===== src/rtl/soc_io_ctrl.sv =====
// soc_io_ctrl: memory-mapped IO slave between the core load/store path and board pins.
//   Operand switches are synchronised and debounced, the result register drives pins,
//   and cycle / load-branch-conflict / retire counters measure IPC in hardware.
// Ports: base_clk/reset (async, active-low); opr1_pin/opr2_pin raw switches; result pins;
//   io_addr/io_wdata/io_we/io_re request, io_rdata/io_ready fixed 1-cycle response;
//   lb_conflict/retire event inputs for the counters.
// Latency 1 cycle per request, io_ready pulses once per request; no back-pressure.

// Per-bus synchroniser + debouncer. opr_o updates only after the synchronised
// value has held still long enough; shorter glitches are absorbed.
module soc_io_deb #(
    parameter int DEB_CYCLES = 4
) (
    input  logic       clk_i,
    input  logic       rst_ni,
    input  logic [7:0] pin_i,
    output logic [7:0] opr_o
);
    localparam int CW = $clog2(DEB_CYCLES + 1);
    localparam logic [CW-1:0] SAT = CW'(DEB_CYCLES);

    logic [7:0]    s1_q, s2_q, prev_q, opr_q;
    logic [CW-1:0] cnt_q, cnt_d;
    logic          stable, load;

    always_comb begin
        stable = (s2_q == prev_q);
        if (!stable)
            cnt_d = '0;
        else if (cnt_q == SAT)
            cnt_d = cnt_q;
        else
            cnt_d = cnt_q + CW'(1);
        // Load on the cycle the count reaches DEB_CYCLES-1; saturation keeps it one-shot.
        load = stable && (cnt_d == SAT - CW'(1));
    end

    always_ff @(posedge clk_i or negedge rst_ni) begin
        if (!rst_ni) begin
            s1_q   <= '0;
            s2_q   <= '0;
            prev_q <= '0;
            cnt_q  <= '0;
            opr_q  <= '0;
        end else begin
            s1_q   <= pin_i;
            s2_q   <= s1_q;
            prev_q <= s2_q;
            cnt_q  <= cnt_d;
            if (load)
                opr_q <= s2_q;
        end
    end

    assign opr_o = opr_q;
endmodule

module soc_io_ctrl #(
    parameter logic [31:0] BASE_ADDR  = 32'h0000_4000,
    parameter int          DEB_CYCLES = 4,
    parameter int          CNT_W      = 32
) (
    input  logic        base_clk,
    input  logic        reset,
    input  logic [7:0]  opr1_pin,
    input  logic [7:0]  opr2_pin,
    output logic [15:0] result,
    input  logic [31:0] io_addr,
    input  logic [31:0] io_wdata,
    input  logic        io_we,
    input  logic        io_re,
    output logic [31:0] io_rdata,
    output logic        io_ready,
    input  logic        lb_conflict,
    input  logic        retire
);
    logic [7:0]       opr1_q, opr2_q;
    logic [15:0]      result_q;
    logic [31:0]      rdata_q, rd_mux;
    logic             ready_q, freeze_q;
    logic [CNT_W-1:0] cyc_q, lbc_q, ret_q, cyc_d, lbc_d, ret_d;
    logic [2:0]       off;
    logic             hit, wr_res, wr_ctrl, clr, rd_en;
    logic             unused_bits;

    soc_io_deb #(.DEB_CYCLES(DEB_CYCLES)) u_deb1 (
        .clk_i(base_clk), .rst_ni(reset), .pin_i(opr1_pin), .opr_o(opr1_q));
    soc_io_deb #(.DEB_CYCLES(DEB_CYCLES)) u_deb2 (
        .clk_i(base_clk), .rst_ni(reset), .pin_i(opr2_pin), .opr_o(opr2_q));

    function automatic logic [31:0] zext(input logic [CNT_W-1:0] v);
        logic [31:0] r;
        r = '0;
        r[CNT_W-1:0] = v;
        return r;
    endfunction

    // Byte lanes are ignored: only word offsets 0..5 (0x00..0x14) are mapped.
    assign off         = io_addr[4:2];
    assign hit         = (io_addr[31:5] == BASE_ADDR[31:5]) && (off <= 3'd5);
    assign wr_res      = io_we && hit && (off == 3'd1);
    assign wr_ctrl     = io_we && hit && (off == 3'd5);
    assign clr         = wr_ctrl && io_wdata[0];
    // A simultaneous write wins; the read data register keeps its old value.
    assign rd_en       = io_re && !io_we;
    assign unused_bits = ^{io_addr[1:0], io_wdata[31:16]};

    always_comb begin
        rd_mux = '0;
        if (hit) begin
            case (off)
                3'd0:    rd_mux = {16'h0, opr2_q, opr1_q};
                3'd1:    rd_mux = {16'h0, result_q};
                3'd2:    rd_mux = zext(cyc_q);
                3'd3:    rd_mux = zext(lbc_q);
                3'd4:    rd_mux = zext(ret_q);
                3'd5:    rd_mux = {30'h0, freeze_q, 1'b0};
                default: rd_mux = '0;
            endcase
        end
    end

    // Clear beats both freeze and any same-cycle increment.
    always_comb begin
        cyc_d = cyc_q;
        lbc_d = lbc_q;
        ret_d = ret_q;
        if (clr) begin
            cyc_d = '0;
            lbc_d = '0;
            ret_d = '0;
        end else if (!freeze_q) begin
            cyc_d = cyc_q + CNT_W'(1);
            if (lb_conflict)
                lbc_d = lbc_q + CNT_W'(1);
            if (retire)
                ret_d = ret_q + CNT_W'(1);
        end
    end

    always_ff @(posedge base_clk or negedge reset) begin
        if (!reset) begin
            result_q <= '0;
            rdata_q  <= '0;
            ready_q  <= 1'b0;
            freeze_q <= 1'b0;
            cyc_q    <= '0;
            lbc_q    <= '0;
            ret_q    <= '0;
        end else begin
            ready_q <= io_we || io_re;
            if (rd_en)
                rdata_q <= rd_mux;
            if (wr_res)
                result_q <= io_wdata[15:0];
            if (wr_ctrl)
                freeze_q <= io_wdata[1];
            cyc_q <= cyc_d;
            lbc_q <= lbc_d;
            ret_q <= ret_d;
        end
    end

    assign result   = result_q;
    assign io_rdata = rdata_q;
    assign io_ready = ready_q;
endmodule


===== config.mk =====
export PLATFORM = sky130hd
export DESIGN_NAME = soc_io_ctrl
export DESIGN_NICKNAME = d
export VERILOG_FILES = /design/src/rtl/soc_io_ctrl.sv
export SDC_FILE = /design/constraint.sdc
export NUM_CORES = 1
export LEC_CHECK = 0
export ABC_CLOCK_PERIOD_IN_PS = 1900
export CORE_MARGIN = 3
export CORE_UTILIZATION = 50
export DETAILED_ROUTE_END_ITERATION = 6
export HOLD_SLACK_MARGIN = 0.15
export PLACE_DENSITY = 0.77
export SKIP_CTS_REPAIR_TIMING = 1
export SLEW_MARGIN = 15
export SYNTH_ARGS = -nofsm -noshare
export SYNTH_HDL_FRONTEND = slang
export SYNTH_SLANG_ARGS = --single-unit

===== constraint.sdc =====
create_clock -name base_clk -period 1.9 [get_ports base_clk]
set_input_delay 0.19 -clock base_clk [delete_from_list [all_inputs] [get_ports base_clk]]
set_output_delay 0.19 -clock base_clk [all_outputs]
set_load 0.005 [all_outputs]

## Word level (Yosys, flattened, before mapping)

Index checks and enable logic that the tools add are counted.
Widths: inputs -> output; s select.

- Input bits: 86
- Bits in registers: 216
- Output and inout port bits: 49
- Logic and storage cells: 65

- Add/subtract/negate cells: 5
- Muxes and demuxes: 14
- Equality and inequality tests: 13
- Reductions and logical operators: 15
- Magnitude comparators: 1

Operators by type and width:

| operator | number |
|---|---|
| $mux 32 | 9 |
| $pmux 32 s6 | 1 |
| $add 32x1->32 const B | 3 |
| $eq 27x10->1 const B | 1 |
| $eq 8x8->1 | 2 |
| $eq 3x2->1 const B | 4 |
| $eq 3x3->1 const B | 4 |
| $mux 3 | 4 |
| $logic_and 1x1->1 | 8 |
| $add 3x1->3 const B | 2 |
| $reduce_and 2->1 | 2 |
| $reduce_bool 2->1 | 2 |
| $eq 3x1->1 const B | 1 |
| $le 3x3->1 const B | 1 |
| $logic_not 3->1 | 1 |
| $ne 2x1->1 const B | 1 |
| $logic_not 1->1 | 1 |
| $logic_or 1x1->1 | 1 |

## Logic depth before layout (Yosys ltp)

- Word-level depth: 7
- Gate-level depth with buffers: 7
- Mapped depth without buffers: 6

## By module

Synthesis repeated with hierarchy kept, for this count alone.

- Cells, all modules: 865
- Area total of the unflattened synthesis: 9854.5 um^2

By module, submodules not included:

| module | seq. area each (um^2) | cells each | times used | area each (um^2) |
|---|---|---|---|---|
| soc_io_ctrl | 3653.5 | 729 | 1 | 7544.7 |
| soc_io_deb | 875.8 | 68 | 2 | 1154.9 |

## Worst setup path after synthesis

OpenSTA, ideal clock, no wires.

- Kind: input-to-reg
- Start: input port io_addr[17]
- End: register result_q[10] (netlist: result[10])
- Data arrival time: 1765 ps
- Setup slack: 10 ps
- Buffers on the path: 1
- Required time: 1775 ps
- Setup time: 125 ps
- Cell stages on the path: 5
- Path through: nor4_1 -> nand4_4 -> nor4_4 -> buf_6 -> mux2_2

- Word-level cells in the longest chain between the ends: 4

RTL lines:

| element | RTL line | RTL |
|---|---|---|
| start, declared | 68 | `input logic [31:0] io_addr,` |
| $eq 27x10->1 | 100 | `assign hit = (io_addr[31:5] == BASE_ADDR[31:5]) && (off <= 3'd5);` |
| $logic_and 1x1->1 | 100 |  |
| $logic_and 1x1->1 (2 in series) | 101 | `assign wr_res = io_we && hit && (off == 3'd1);` |
| end signal, assigned | 155 | `result_q <= io_wdata[15:0];` |
| end, declared | 78 | `logic [15:0] result_q;` |

Every way passes these cells.
A chain may end at the register's enable or synchronous reset.

## Worst setup path in the final report

- Start: register u_deb2.s2_q[3]
- End: register u_deb2.opr_q[0] (netlist: u_deb2.opr_o[0])

- Word-level cells in the longest chain between the ends: 4

RTL lines:

| element | RTL line | RTL |
|---|---|---|
| start, declared | 22 | `logic [7:0] s1_q, s2_q, prev_q, opr_q;` |
| start signal, assigned | 47 | `s2_q <= s1_q;` |
| $eq 8x8->1 * | 27 | `stable = (s2_q == prev_q);` |
| $mux 3 | 28 | `if (!stable)` |
| $eq 3x2->1 | 35 | `load = stable && (cnt_d == SAT - CW'(1));` |
| $logic_and 1x1->1 * | 35 |  |
| end signal, assigned | 51 | `opr_q <= s2_q;` |
| end, declared | 22 |  |

Every way passes the cells marked *; elsewhere a longest branch is shown, timed or not.

==> results.json <==
{
  "die_w_um": 146.9,
  "die-area_sq_mm": 0.02158,
  "setup_slack_ns": -0.01541,
  "hold_path_class": "primary input to async pin",
  "synth_top_cell_by_area": "dfrtp_1",
  "core_sq_mm": 0.01908,
  "worstSetupEndpointType": "register",
  "critPathLaunch": "u_deb2.s2_q[3]$_DFF_PN0_",
  "io_buffers": 116,
  "synth_cell_type_count": 40,
  "timing.final.crit_share_pct": 100.8,
  "crit_fanout": 8,
  "drive_above_1_share_pct": 16.45,
  "synth.net_count": 978,
  "placed_area_sq_mm": 0.01193,
  "synth_most_common_cell": "dfrtp_1",
  "clock-sinks": 216,
  "worstReg2RegStart": "u_deb2.s2_q[3]$_DFF_PN0_",
  "yosysWarningCount": 0,
  "path_delay_family": "simple AND/OR/NAND/NOR gates",
  "grt_max_degree": 53,
  "numCtsBuffers": 22,
  "power.switching_w": 0.002468,
  "fin_area_sq_mm": 0.01300,
  "root_buffer": "clkbuf_16",
  "wl_per_cell_um": 17.85,
  "status": "finished, violations left",
  "grt_pass1_vias": 7468,
  "nets": 1165,
  "place.gp.congestion": 0.9190,
  "start_kind": "register",
  "synth_seq_cells": 216,
  "netlist_area_sq_mm": 0.009925,
  "drc_errors": 0,
  "worstSetupPathType": "register to register",
  "power_leakage_nw": 5.852,
  "multi_input_area_sq_mm": 0.004390,
  "drv_slew": 0,
  "grtUsageTotal_pct": 21.87,
  "insertion_delay_ns": 0.51,
  "netlist_top_cells_count": "216 x dfrtp_1, 122 x nor2_1, 68 x xor2_1",
  "area_growth_pct": 30.96,
  "power.share.clock_pct": 43.3,
  "yosys.area.top_type_share_pct": 54.46,
  "pwr-share-comb_pct": 9.3,
  "rsz0062_at_grt": "yes",
  "finClkSkew_ns": 0.009038,
  "max_stage_delay_ns": 0.38,
  "fillers": 1386,
  "utilization_pct": 68.12,
  "clk_path_buf_depth": 3,
  "finalHoldViolCount": 0,
  "violations": "negative setup slack",
  "antenna_found_initial": 0,
  "routed_wirelength_mm": 24.06,
  "drtIter0Drc": 653,
  "drt_first_pass_iters": 5,
  "seqCellArea_sq_mm": 0.005406,
  "setup_viol": 4,
  "grt_pass1_wl_mm": 38.57,
  "antenna_cells": 0,
  "cp.buffers_inverters": 1,
  "vias": 7412,
  "placementRows": 50,
  "crit_arrival_ns": 2.30,
  "gr-total-overflow": 0,
  "max-slew-margin-rel_pct": 31.48,
  "synthFlopType": "dfrtp_1",
  "hpwl_mm": 16.96,
  "swShare_pct": 23.33,
  "synth.area.top_cells": "dfrtp_1 54%, xor2_1 6.0%, nor2_1 4.6%",
  "path_clk_slew_ns": 0.06,
  "io_pins": 135,
  "intPower_w": 0.008113,
  "tightest_slew_ns": 1.024,
  "viasPerCell": 5.499,
  "path_cells": "xor2_1 -> nor4_2 -> nand2_1 -> nor4b_4 -> buf_6 -> mux2_2",
  "chipHeight_um": 146.9,
  "initial_core_util_pct": 52.01,
  "maxCapViolCount": 0,
  "pwr-share-seq_pct": 47.4,
  "syn_area_per_cell_sq_um": 11.21,
  "cp_data_required_time_ns": 2.28,
  "cts_tree": "built",
  "ir_worst_vdd_uv": 838.6,
  "yosysSeqAreaShare_pct": 54.46,
  "htree_num_levels": 1,
  "power.density_mw_per_mm2": 814.1,
  "synth_edf_count": 0,
  "syn_inst": 885,
  "critPathSlowestCell": "dfrtp_1",
  "fin_crit_ns": 1.915,
  "async_flop_share_pct": 100.0,
  "drtAntennaViolNets": 0,
  "fmax_mhz": 522.1
}
registers in the layout, summed over array words and instances, names as in the netlist:
name / flops
io_rdata: 32
u_deb1.s2_q: 8
ret_q: 32
u_deb1.s1_q: 8
u_deb2.s1_q: 8
result: 16
u_deb2.prev_q: 8
freeze_q: 1
u_deb1.opr_o: 8
u_deb1.cnt_q: 3
u_deb2.s2_q: 8
cyc_q: 32
io_ready: 1
u_deb1.prev_q: 8
u_deb2.opr_o: 8
lbc_q: 32
u_deb2.cnt_q: 3
cell families after synthesis:
kind of cell	Yosys count	share of synthesized area, %
fa+ha+maj	7	0.8825
compound gates	83	5.799
xor+xnor	108	9.531
flops	216	54.46
buf+inv	54	2.332
simple gates	339	17.95
mux	78	9.039
power by group through the flow:
stage	combinational, W	sequential [W]	clock (W)
floorplan	0.000455	0.00504	0
finish	0.000988	0.00502	0.00458
detailed placement	0.000948	0.00509	0
global route	0.00109	0.00504	0.00484
global placement	0.000922	0.00508	0
CTS	0.000953	0.00501	0.00466
worst paths after layout:
path / endpoint / slack (ns) / cells after the start
worst max-delay path: u_deb2.opr_o[0]$_DFFE_PN0P_ / -0.02 / 6
max in group asynchronous: u_deb1.s1_q[1]$_DFF_PN0_ / 1.03 / 3
min in group base_clk: result[2]$_DFFE_PN0P_ / 0.30 / 2
worst min register to register: u_deb1.s2_q[0]$_DFF_PN0_ / 0.34 / 0
worst max register to register: u_deb2.opr_o[0]$_DFFE_PN0P_ / -0.02 / 6
worst min-delay path: io_rdata[29]$_DFFE_PN0P_ / 0.21 / 2
metal layers:
layer	global-route usage [%]	share of wire, %	wire length [um]
met5	0	0	0
met4	7.056	2.7	647
met2	34.69	48	11500
met1	30.50	42	10130
met3	4.473	7.4	1786
stage by stage:
stage                     TNS (ns)  cells  hold WS (ns)  power, W  setup slack (ns)
after floorplan                  0    885       -0.1056  0.005499           0.01015
after global placement      -44.27   1289        0.1811  0.005999           -0.3382
after detailed placement    -50.04   1289        0.1859  0.006039           -0.3828
after CTS                   -1.195   1329       -0.3501   0.01063           -0.1374
after global routing        -1.620   1348        0.2458   0.01098           -0.1456
final                     -0.03981   1348        0.2078   0.01058          -0.01541
layout by cell type, fill, tap and decap left out, drive strengths merged, types with 32 or more instances in the layout:
master and n:
nand2 51, nor2 122, mux2 33, a22o 32, mux2i 39, buf 74, xnor2 40, nand4 40
xor2 68, clkdlybuf4s50 113, dfrtp 216
cell type report:
type | instances | area share [%]
clock buffer | 29 | 4.987
clock inverter | 11 | 1.030
inverter | 12 | 0.3466
multi-input combinational | 615 | 33.78
sequential | 216 | 41.60
tap | 260 | 2.503
timing repair buffer | 205 | 15.76
Note: power is estimated with default switching activity, not from simulation.
